### config.mk
export PLATFORM = sky130hd
export DESIGN_NAME = mmio_fifo_ctrl
export DESIGN_NICKNAME = d
export VERILOG_FILES = /design/src/rtl/mmio_fifo_pkg.sv /design/src/rtl/mmio_fifo_ram.sv /design/src/rtl/mmio_fifo_ctrl.sv
export SDC_FILE = /design/constraint.sdc
export NUM_CORES = 1
export LEC_CHECK = 0
export ABC_AREA = 1
export CAP_MARGIN = 40
export CORE_ASPECT_RATIO = 0.8
export CORE_MARGIN = 3
export CORE_UTILIZATION = 55
export CTS_BUF_LIST = sky130_fd_sc_hd__clkbuf_8
export DETAILED_ROUTE_END_ITERATION = 10
export PLACE_DENSITY_LB_ADDON = 0.05
export SLEW_MARGIN = 5
export SYNTH_ARGS = -nofsm -noshare
export SYNTH_HDL_FRONTEND = slang
export SYNTH_SLANG_ARGS = --single-unit
### constraint.sdc
create_clock -name clk -period 12.8 [get_ports clk]
set_clock_uncertainty 0.15 [all_clocks]
set_input_delay 1.28 -clock clk [delete_from_list [all_inputs] [get_ports clk]]
set_output_delay 1.28 -clock clk [all_outputs]
set_load 0.005 [all_outputs]
### src/rtl/mmio_fifo_pkg.sv
// Shared register map and STATUS field layout for the MMIO FIFO controller.
package mmio_fifo_pkg;

    localparam logic [15:0] ADDR_DATA   = 16'h0020;
    localparam logic [15:0] ADDR_STATUS = 16'h0022;
    localparam logic [15:0] ADDR_CTRL   = 16'h0024;
    localparam logic [15:0] ADDR_PEEK   = 16'h0026;

    localparam int unsigned STAT_CNT_W = 7;
    localparam int unsigned STAT_EMPTY = 8;
    localparam int unsigned STAT_FULL  = 9;
    localparam int unsigned STAT_OVF   = 10;
    localparam int unsigned STAT_UNF   = 11;

    localparam int unsigned CTRL_FLUSH = 0;
    localparam int unsigned CTRL_CLR   = 1;

    function automatic logic [63:0] pack_status(logic [STAT_CNT_W-1:0] cnt, logic empty,
                                                logic full, logic ovf, logic unf);
        logic [63:0] s;
        s = '0;
        s[STAT_CNT_W-1:0] = cnt;
        s[STAT_EMPTY]     = empty;
        s[STAT_FULL]      = full;
        s[STAT_OVF]       = ovf;
        s[STAT_UNF]       = unf;
        return s;
    endfunction

endpackage

### src/rtl/mmio_fifo_ram.sv
// FIFO storage: one synchronous write port, one asynchronous read port, no reset.
module mmio_fifo_ram #(
    parameter int unsigned DEPTH  = 8,
    parameter int unsigned DATA_W = 64,
    parameter int unsigned ADDR_W = $clog2(DEPTH)
) (
    input  logic              clk,
    input  logic              we,
    input  logic [ADDR_W-1:0] waddr,
    input  logic [DATA_W-1:0] wdata,
    input  logic [ADDR_W-1:0] raddr,
    output logic [DATA_W-1:0] rdata
);

    logic [DATA_W-1:0] mem [DEPTH];

    always_ff @(posedge clk) begin
        if (we) begin
            mem[waddr] <= wdata;
        end
    end

    assign rdata = mem[raddr];

endmodule

### src/rtl/mmio_fifo_ctrl.sv
// MMIO-mapped FIFO with DATA/STATUS/CTRL registers and one-cycle registered read responses.
// Define MMIO_FIFO_PEEK_EN to decode the non-popping PEEK register.
module mmio_fifo_ctrl #(
    parameter int unsigned DEPTH  = 8,
    parameter int unsigned DATA_W = 64
) (
    input  logic        clk,
    input  logic        rst,
    input  logic        wr_valid,
    input  logic [15:0] wr_addr,
    input  logic [63:0] wr_data,
    input  logic        rd_valid,
    input  logic [15:0] rd_addr,
    input  logic [8:0]  rd_tid,
    output logic        rsp_valid,
    output logic [8:0]  rsp_tid,
    output logic [63:0] rsp_data,
    output logic        rsp_hit
);
    import mmio_fifo_pkg::*;

    localparam int unsigned PTR_W = $clog2(DEPTH);
    localparam int unsigned CNT_W = PTR_W + 1;

    logic [PTR_W-1:0]  wptr_q, wptr_d, rptr_q, rptr_d;
    logic [CNT_W-1:0]  cnt_q, cnt_d;
    logic              ovf_q, ovf_d, unf_q, unf_d;
    logic              empty, full, push_req, pop_req, push, pop, flush, clr_sticky;
    logic [DATA_W-1:0] head;
    logic [63:0]       head_ext, status_word, rsp_data_d;
    logic              rsp_hit_d;

    mmio_fifo_ram #(
        .DEPTH  (DEPTH),
        .DATA_W (DATA_W)
    ) u_ram (
        .clk   (clk),
        .we    (push),
        .waddr (wptr_q),
        .wdata (wr_data[DATA_W-1:0]),
        .raddr (rptr_q),
        .rdata (head)
    );

    always_comb begin
        empty      = (cnt_q == '0);
        full       = (cnt_q == CNT_W'(DEPTH));
        push_req   = wr_valid && (wr_addr == ADDR_DATA);
        pop_req    = rd_valid && (rd_addr == ADDR_DATA);
        flush      = wr_valid && (wr_addr == ADDR_CTRL) && wr_data[CTRL_FLUSH];
        clr_sticky = wr_valid && (wr_addr == ADDR_CTRL) && wr_data[CTRL_CLR];
        pop        = pop_req && !empty;
        // A pop frees the slot, so a push into a full FIFO is still accepted.
        push       = push_req && (!full || pop);

        wptr_d = wptr_q;
        rptr_d = rptr_q;
        cnt_d  = cnt_q;
        if (flush) begin
            wptr_d = '0;
            rptr_d = '0;
            cnt_d  = '0;
        end else begin
            if (push) wptr_d = wptr_q + PTR_W'(1);
            if (pop)  rptr_d = rptr_q + PTR_W'(1);
            if (push && !pop) cnt_d = cnt_q + CNT_W'(1);
            else if (pop && !push) cnt_d = cnt_q - CNT_W'(1);
        end

        ovf_d = ovf_q;
        unf_d = unf_q;
        if (clr_sticky) begin
            ovf_d = 1'b0;
            unf_d = 1'b0;
        end
        if (push_req && full && !pop) ovf_d = 1'b1;
        if (pop_req && empty)         unf_d = 1'b1;
    end

    always_comb begin
        head_ext = '0;
        head_ext[DATA_W-1:0] = head;
        status_word = pack_status(STAT_CNT_W'(cnt_q), empty, full, ovf_q, unf_q);

        rsp_data_d = '0;
        rsp_hit_d  = 1'b0;
        case (rd_addr)
            ADDR_DATA: begin
                rsp_hit_d  = 1'b1;
                rsp_data_d = empty ? '0 : head_ext;
            end
            ADDR_STATUS: begin
                rsp_hit_d  = 1'b1;
                rsp_data_d = status_word;
            end
            ADDR_CTRL: begin
                rsp_hit_d = 1'b1;
            end
`ifdef MMIO_FIFO_PEEK_EN
            ADDR_PEEK: begin
                rsp_hit_d  = 1'b1;
                rsp_data_d = empty ? '0 : head_ext;
            end
`endif
            default: begin
                rsp_hit_d  = 1'b0;
                rsp_data_d = '0;
            end
        endcase
    end

    always_ff @(posedge clk or posedge rst) begin
        if (rst) begin
            wptr_q    <= '0;
            rptr_q    <= '0;
            cnt_q     <= '0;
            ovf_q     <= 1'b0;
            unf_q     <= 1'b0;
            rsp_valid <= 1'b0;
            rsp_tid   <= '0;
            rsp_data  <= '0;
            rsp_hit   <= 1'b0;
        end else begin
            wptr_q    <= wptr_d;
            rptr_q    <= rptr_d;
            cnt_q     <= cnt_d;
            ovf_q     <= ovf_d;
            unf_q     <= unf_d;
            rsp_valid <= rd_valid;
            rsp_data  <= rd_valid ? rsp_data_d : '0;
            rsp_hit   <= rd_valid && rsp_hit_d;
            if (rd_valid) rsp_tid <= rd_tid;
        end
    end

endmodule

* Word-level counts from Yosys, hierarchy flattened *
Memory sizes are Yosys's and may differ from the RTL's.
Cells that the tools add are included.

storage, ports and cells
  logic and storage cells = 61
  RAM bits = 512
  latch bits = 0
  register bits = 87
  input port bits = 109
  memories = 1
  output and inout port bits = 75
  memory bits (read-only) = 0

operators by class
  divide/modulo/power cells = 0
  $lt $le $gt $ge = 0
  mux-type cells = 16
  $mul = 0
  reduce and logical (&&, ||, !) cells = 25
  add/sub/neg operators = 4
  bitwise gates (word level) = 0
  equality and inequality tests = 6
  shift operators = 0

memories
  name       words  width  rd ports  clocked after memory_dff  write ports  line                 text
  u_ram.mem  8      64     1         0                         1            mmio_fifo_ram.sv:15  logic [DATA_W-1:0] mem [DEPTH];

operators by type and width
  kind                                                  number
  2-to-1 mux 64 bit                                     2
  one-hot mux 64 bit (2 select lines)                   1
  equality test 16 x 6 -> 1 bit, second input constant  5
  logical AND 1 bit                                     13
  2-to-1 mux 3 bit                                      4
  2-to-1 mux 4 bit                                      3
  nonzero test 2 bit                                    4
  adder 3 x 1 -> 3 bit, second input constant           2
  2-to-1 mux 1 bit                                      6
  adder 4 x 1 -> 4 bit, second input constant           1
  equality test 4 bit, second input constant            1
  logical NOT 1 bit                                     4
  logical NOT 4 bit                                     1
  subtractor 4 x 1 -> 4 bit, second input constant      1
  nonzero test 3 bit                                    1
  OR reduction 3 bit                                    1
  logical OR 1 bit                                      1

* Logic depth before layout (Yosys ltp) *
  depth in word-level cells = 10
  gate-level depth with buffers = 17
  depth with buffers taken out = 17

* Hierarchy *
Synthesis repeated with hierarchy kept, for this count alone.

unflattened totals
  cell total of the unflattened synthesis = 2625
  area, all modules = 26063.7 um^2

modules (own cells, without submodules)
  module          seq. area each (um^2)  cells an instance  instances  area an instance (um^2)
  mmio_fifo_ram   15374.7                2230               1          22376.5
  mmio_fifo_ctrl  2177.1                 395                1          3687.3

* Worst setup path after synthesis *
OpenSTA, ideal clock, no wires.

  kind = in2reg
  start point = in rd_addr[15]
  end point = mem u_ram.mem[1][0], enable pin
  cell stages on the path = 7
  data required time = 12.176 ns
  library setup time = 0.474 ns
  path slack = 7.561 ns
  data arrival time = 4.614 ns
  buffers on the path = 0
  cells stage by stage = nor2_1 -> nand2_1 -> nor2_2 -> nand4_4 -> a21oi_4 -> nand2_2 -> nor3_2

between the ends
  longest elaborated chain between the ends = 7

RTL lines
  element                                 line                  text
  start, declared                         mmio_fifo_ctrl.sv:13  input logic [15:0] rd_addr,
  equality test 16 x 6 -> 1 bit           mmio_fifo_ctrl.sv:49  pop_req = rd_valid && (rd_addr == ADDR_DATA);
  logical AND 1 bit                       mmio_fifo_ctrl.sv:49
  logical AND 1 bit                       mmio_fifo_ctrl.sv:52  pop = pop_req && !empty;
  logical OR 1 bit                        mmio_fifo_ctrl.sv:54  push = push_req && (!full || pop);
  logical AND 1 bit                       mmio_fifo_ctrl.sv:54
  2-to-1 mux 1 bit                        mmio_fifo_ram.sv:18   if (we) begin
  2-to-1 mux 1 bit (not written as such)  mmio_fifo_ram.sv:19   mem[waddr] <= wdata;
  end, declared                           mmio_fifo_ram.sv:15

Every way passes these cells.

* Worst setup path after layout *
  start point = in rd_valid
  end point = mem u_ram.mem[2][53], enable pin

between the ends
  longest elaborated chain between the ends = 6

RTL lines
  element                                 line                  text
  start, declared                         mmio_fifo_ctrl.sv:12  input logic rd_valid,
  logical AND 1 bit                       mmio_fifo_ctrl.sv:49
  logical AND 1 bit                       mmio_fifo_ctrl.sv:52
  logical OR 1 bit                        mmio_fifo_ctrl.sv:54
  logical AND 1 bit                       mmio_fifo_ctrl.sv:54
  2-to-1 mux 1 bit                        mmio_fifo_ram.sv:18
  2-to-1 mux 1 bit (not written as such)  mmio_fifo_ram.sv:19

Every way passes these cells.

==> summary.md <==
| Metric | Value |
|---|---|
| Status | `finished clean` |
| Most frequent cell after synthesis | `edfxtp_1` |
| Number of global-route vias before repair | `14,500` |
| DP HPWL | `28.0 mm` |
| Met3 Use GR | `3.96%` |
| Initial Utilization | `56.1%` |
| Setup Crit Path Kind | `input port to flip-flop` |
| Number of setup buffers added after CTS | `0` |
| Worst-skew pair later-pin latency | `0.64 ns` |
| Inserted Clock Buffers | `91` |
| Die area | `44,300 µm²` |
| Multi-input gate area | `4820 µm²` |
| Post-synth top area share | `67.0%` |
| Met2 Use GR | `36.9%` |
| Total power | `3670 µW` |
| Io pins | `184` |
| Setup TNS | `0 ns` |
| Cts repair resizes | `0` |
| Core area | `41,000 µm²` |
| Combinational share of power | `2.0%` |
| Initial antenna violation count | `3` |
| Post-synth top flop | `edfxtp_1` |
| Max Clock Freq | `215 MHz` |
| Post-synthesis xor/xnor area fraction | `0.0763%` |
| Pin slew with the least headroom to its limit | `0.944 ns` |
| Synth Area in Simple Gates | `9.24%` |
| Fin crit share | `36.3%` |
| Max-cap viol count | `0` |
| # fillers | `3,103` |
| Vias | `14,400` |
| Fin worst setup slack | `8.15 ns` |
| PortBufs | `183` |
| Via density | `5.67` |
| EDFF count, synth | `512` |
| Seq pwr share | `57.8%` |
| Layout net count | `2,033` |
| CTS max path bufs | `3` |
| Routability Congestion | `0.744` |
| First DRT Iteration DRCs | `1,336` |
| Syn Std Cell Area | `23,000 µm²` |
| Total detailed-routing wirelength | `50.9 mm` |
| Path type of the worst min-delay path | `flip-flop to flip-flop` |
| Endpoints failing setup | `0` |
| GRT busiest layer | `met2` |
| Adder-cell share of the synthesized area | `0.305%` |
| Reg clk slew, reported paths | `0.06 ns` |
| Seq/Total Area, Yosys | `76.4%` |
| Largest cells by area after synthesis | `edfxtp_1 (67%), dfrtp_1 (9.5%), o21ai_0 (5.6%)` |
| TritonCTS clock tree | `done` |
| Met1 GRT Util | `33.3%` |
| FF-to-FF setup slack | `8.94 ns` |
| Site Rows | `66` |
| CTS sink count | `599` |
| Maximum vdd drop | `0.0729 mV` |
| Netlist cell types | `42` |
| Cell Pwr Density | `135 nW/µm²` |
| Ys Warns | `0` |
| Cell Int Power | `2920 µW` |
| Routed WL per cell | `20.0 µm` |
| Die Wd | `234 µm` |
| Worst slew margin | `37.1%` |
| Area Growth Syn to Fin | `18.2%` |
| Final-report hold violation count | `0` |
| Syn avg cell area | `13.3 µm²` |
| Final Critical Period | `4.65 ns` |
| First-pass detailed-route iteration total | `5` |
| Arrival time worst endpoint | `4.76 ns` |
| Clk pwr share | `40.2%` |
| H-tree Lvls | `3` |
| RSZ-0062 raised after global routing | `false` |
| Antenna Violating Nets Remaining | `0` |
| DR DRC count | `0` |
| Startpoint Class | `input port` |
| Post-synthesis compound-gate area fraction | `11.1%` |
| Post-synth top area cell | `edfxtp_1` |
| Setup crit end kind | `flip-flop` |
| Sw frac | `20.6%` |
| Syn_nets | `1,835` |
| GRT Total Usage | `23.2%` |
| Flops & latches, synth | `599` |
| Pin count of the biggest net entering global routing | `123` |
| Register area | `17,600 µm²` |
| Grt ovf | `0` |
| Post-synthesis mux area share | `0%` |
| Hold_buf cts | `0` |
| Top cells by count, synth | `edfxtp_1 (512), nor2_1 (294), o21ai_0 (256), nand2_1 (172), o22ai_1 (117)` |
| Largest family of logic cells by synthesized area | `compound AO/OA/AOI/OAI gates` |
| Post-synth ARST share | `14.5%` |
| Die span in y | `189 µm` |
| Post-synthesis cell count | `1,721` |
| First-pass GRT wire length | `80.1 mm` |
| Fraction of layout cells with a size suffix above 1 | `9.61%` |
| Place WS | `7.46 ns` |
| CP max FO | `50` |
| Root Driver | `clkbuf_8` |
| Critical Path RT | `12.91 ns` |
| Pins Over Slew Limit | `0` |
| Leakage | `0.00941 µW` |
| Psw | `758 µW` |
-- final cells by class --
class / instances / area share, %
diodes: 1 / 0.00922
clock buffers: 106 / 5.37
clock inverters: 66 / 1.04
inverters: 27 / 0.406
multi-input cells: 988 / 17.7
flip-flops and latches: 599 / 64.7
well taps: 544 / 2.51
repair buffers: 212 / 8.23
-- power groups by stage --
stage	logic (µW)	registers, µW	clock network (µW)
4_1_cts	76.7	2120	1510
3_5_place_dp	76.5	2160	0
2_1_floorplan	11.3	2160	0
3_3_place_gp	74.0	2160	0
6_report	75.2	2120	1480
5_1_grt	82.6	2120	1600
-- cell families (layout without fill, tap and decap cells) --
logic type,Yosys count,in the layout
AO/OA/AOI/OAI,463,463
XOR/XNOR,2,2
other,0,1
adder cells (fa/ha/maj),5,5
flip-flops,599,599
buffers and inverters,134,411
AND/OR/NAND/NOR,518,518
-- flip-flops by register name, indices dropped and copies added (netlist names) --
signal     cells
wptr_q         3
rsp_data      64
rsp_valid      1
rsp_tid        9
cnt_q          4
u_ram.mem    512
rsp_hit        1
rptr_q         3
ovf_q          1
unf_q          1
-- final timing paths --
kind	startpoint	to	cells after the start
setup / recovery	rd_valid	u_ram.mem[2][53]	8
setup reg to reg	cnt_q[3]	u_ram.mem[2][53]	9
min in group asynchronous	rst	rsp_tid[1]	2
hold reg to reg	rsp_tid[7]	rsp_tid[7]	2
max in group asynchronous	rst	rptr_q[0]	3
hold / removal	rsp_tid[7]	rsp_tid[7]	2
-- placed cells by master, fill, tap and decap left out, types with 19 or more instances in the layout --
master,count
clkbuf_8,106
nor2_1,294
edfxtp_1,512
o21ai_0,256
inv_1,61
dfrtp_1,84
buf_4,19
clkdlybuf4s50_1,183
nand3_1,21
o22ai_1,117
a21oi_1,54
nand2_1,172
-- layer usage --
metal	up-vias	part of all wire, %
met4	4	2.0
met3	85	5.8
met1	7161	45
met2	468	47
met5	-	0.051
li1	6692	-
-- worst max-delay path, stage by stage --
cell,delay [ns]
clkdlybuf4s50_1,0.89
nand4_4,0.14
buf_4,0.29
buf_12,0.25
a21oi_4,0.19
nand2_2,0.16
nor3_4,0.71
buf_4,0.77
-- through the flow --
stage	hold WS [ns]	instances	instance area [µm²]	util, %
6_report	0.319	2543	27100	66.3
5_1_grt	0.345	2543	27100	66.3
4_1_cts	0.322	2542	27100	66.3
3_5_place_dp	0.308	2370	25400	62.0
3_3_place_gp	0.304	2360	25100	61.4
2_1_floorplan	0.304	1721	23000	-
Power figures use the tool's default switching activity.
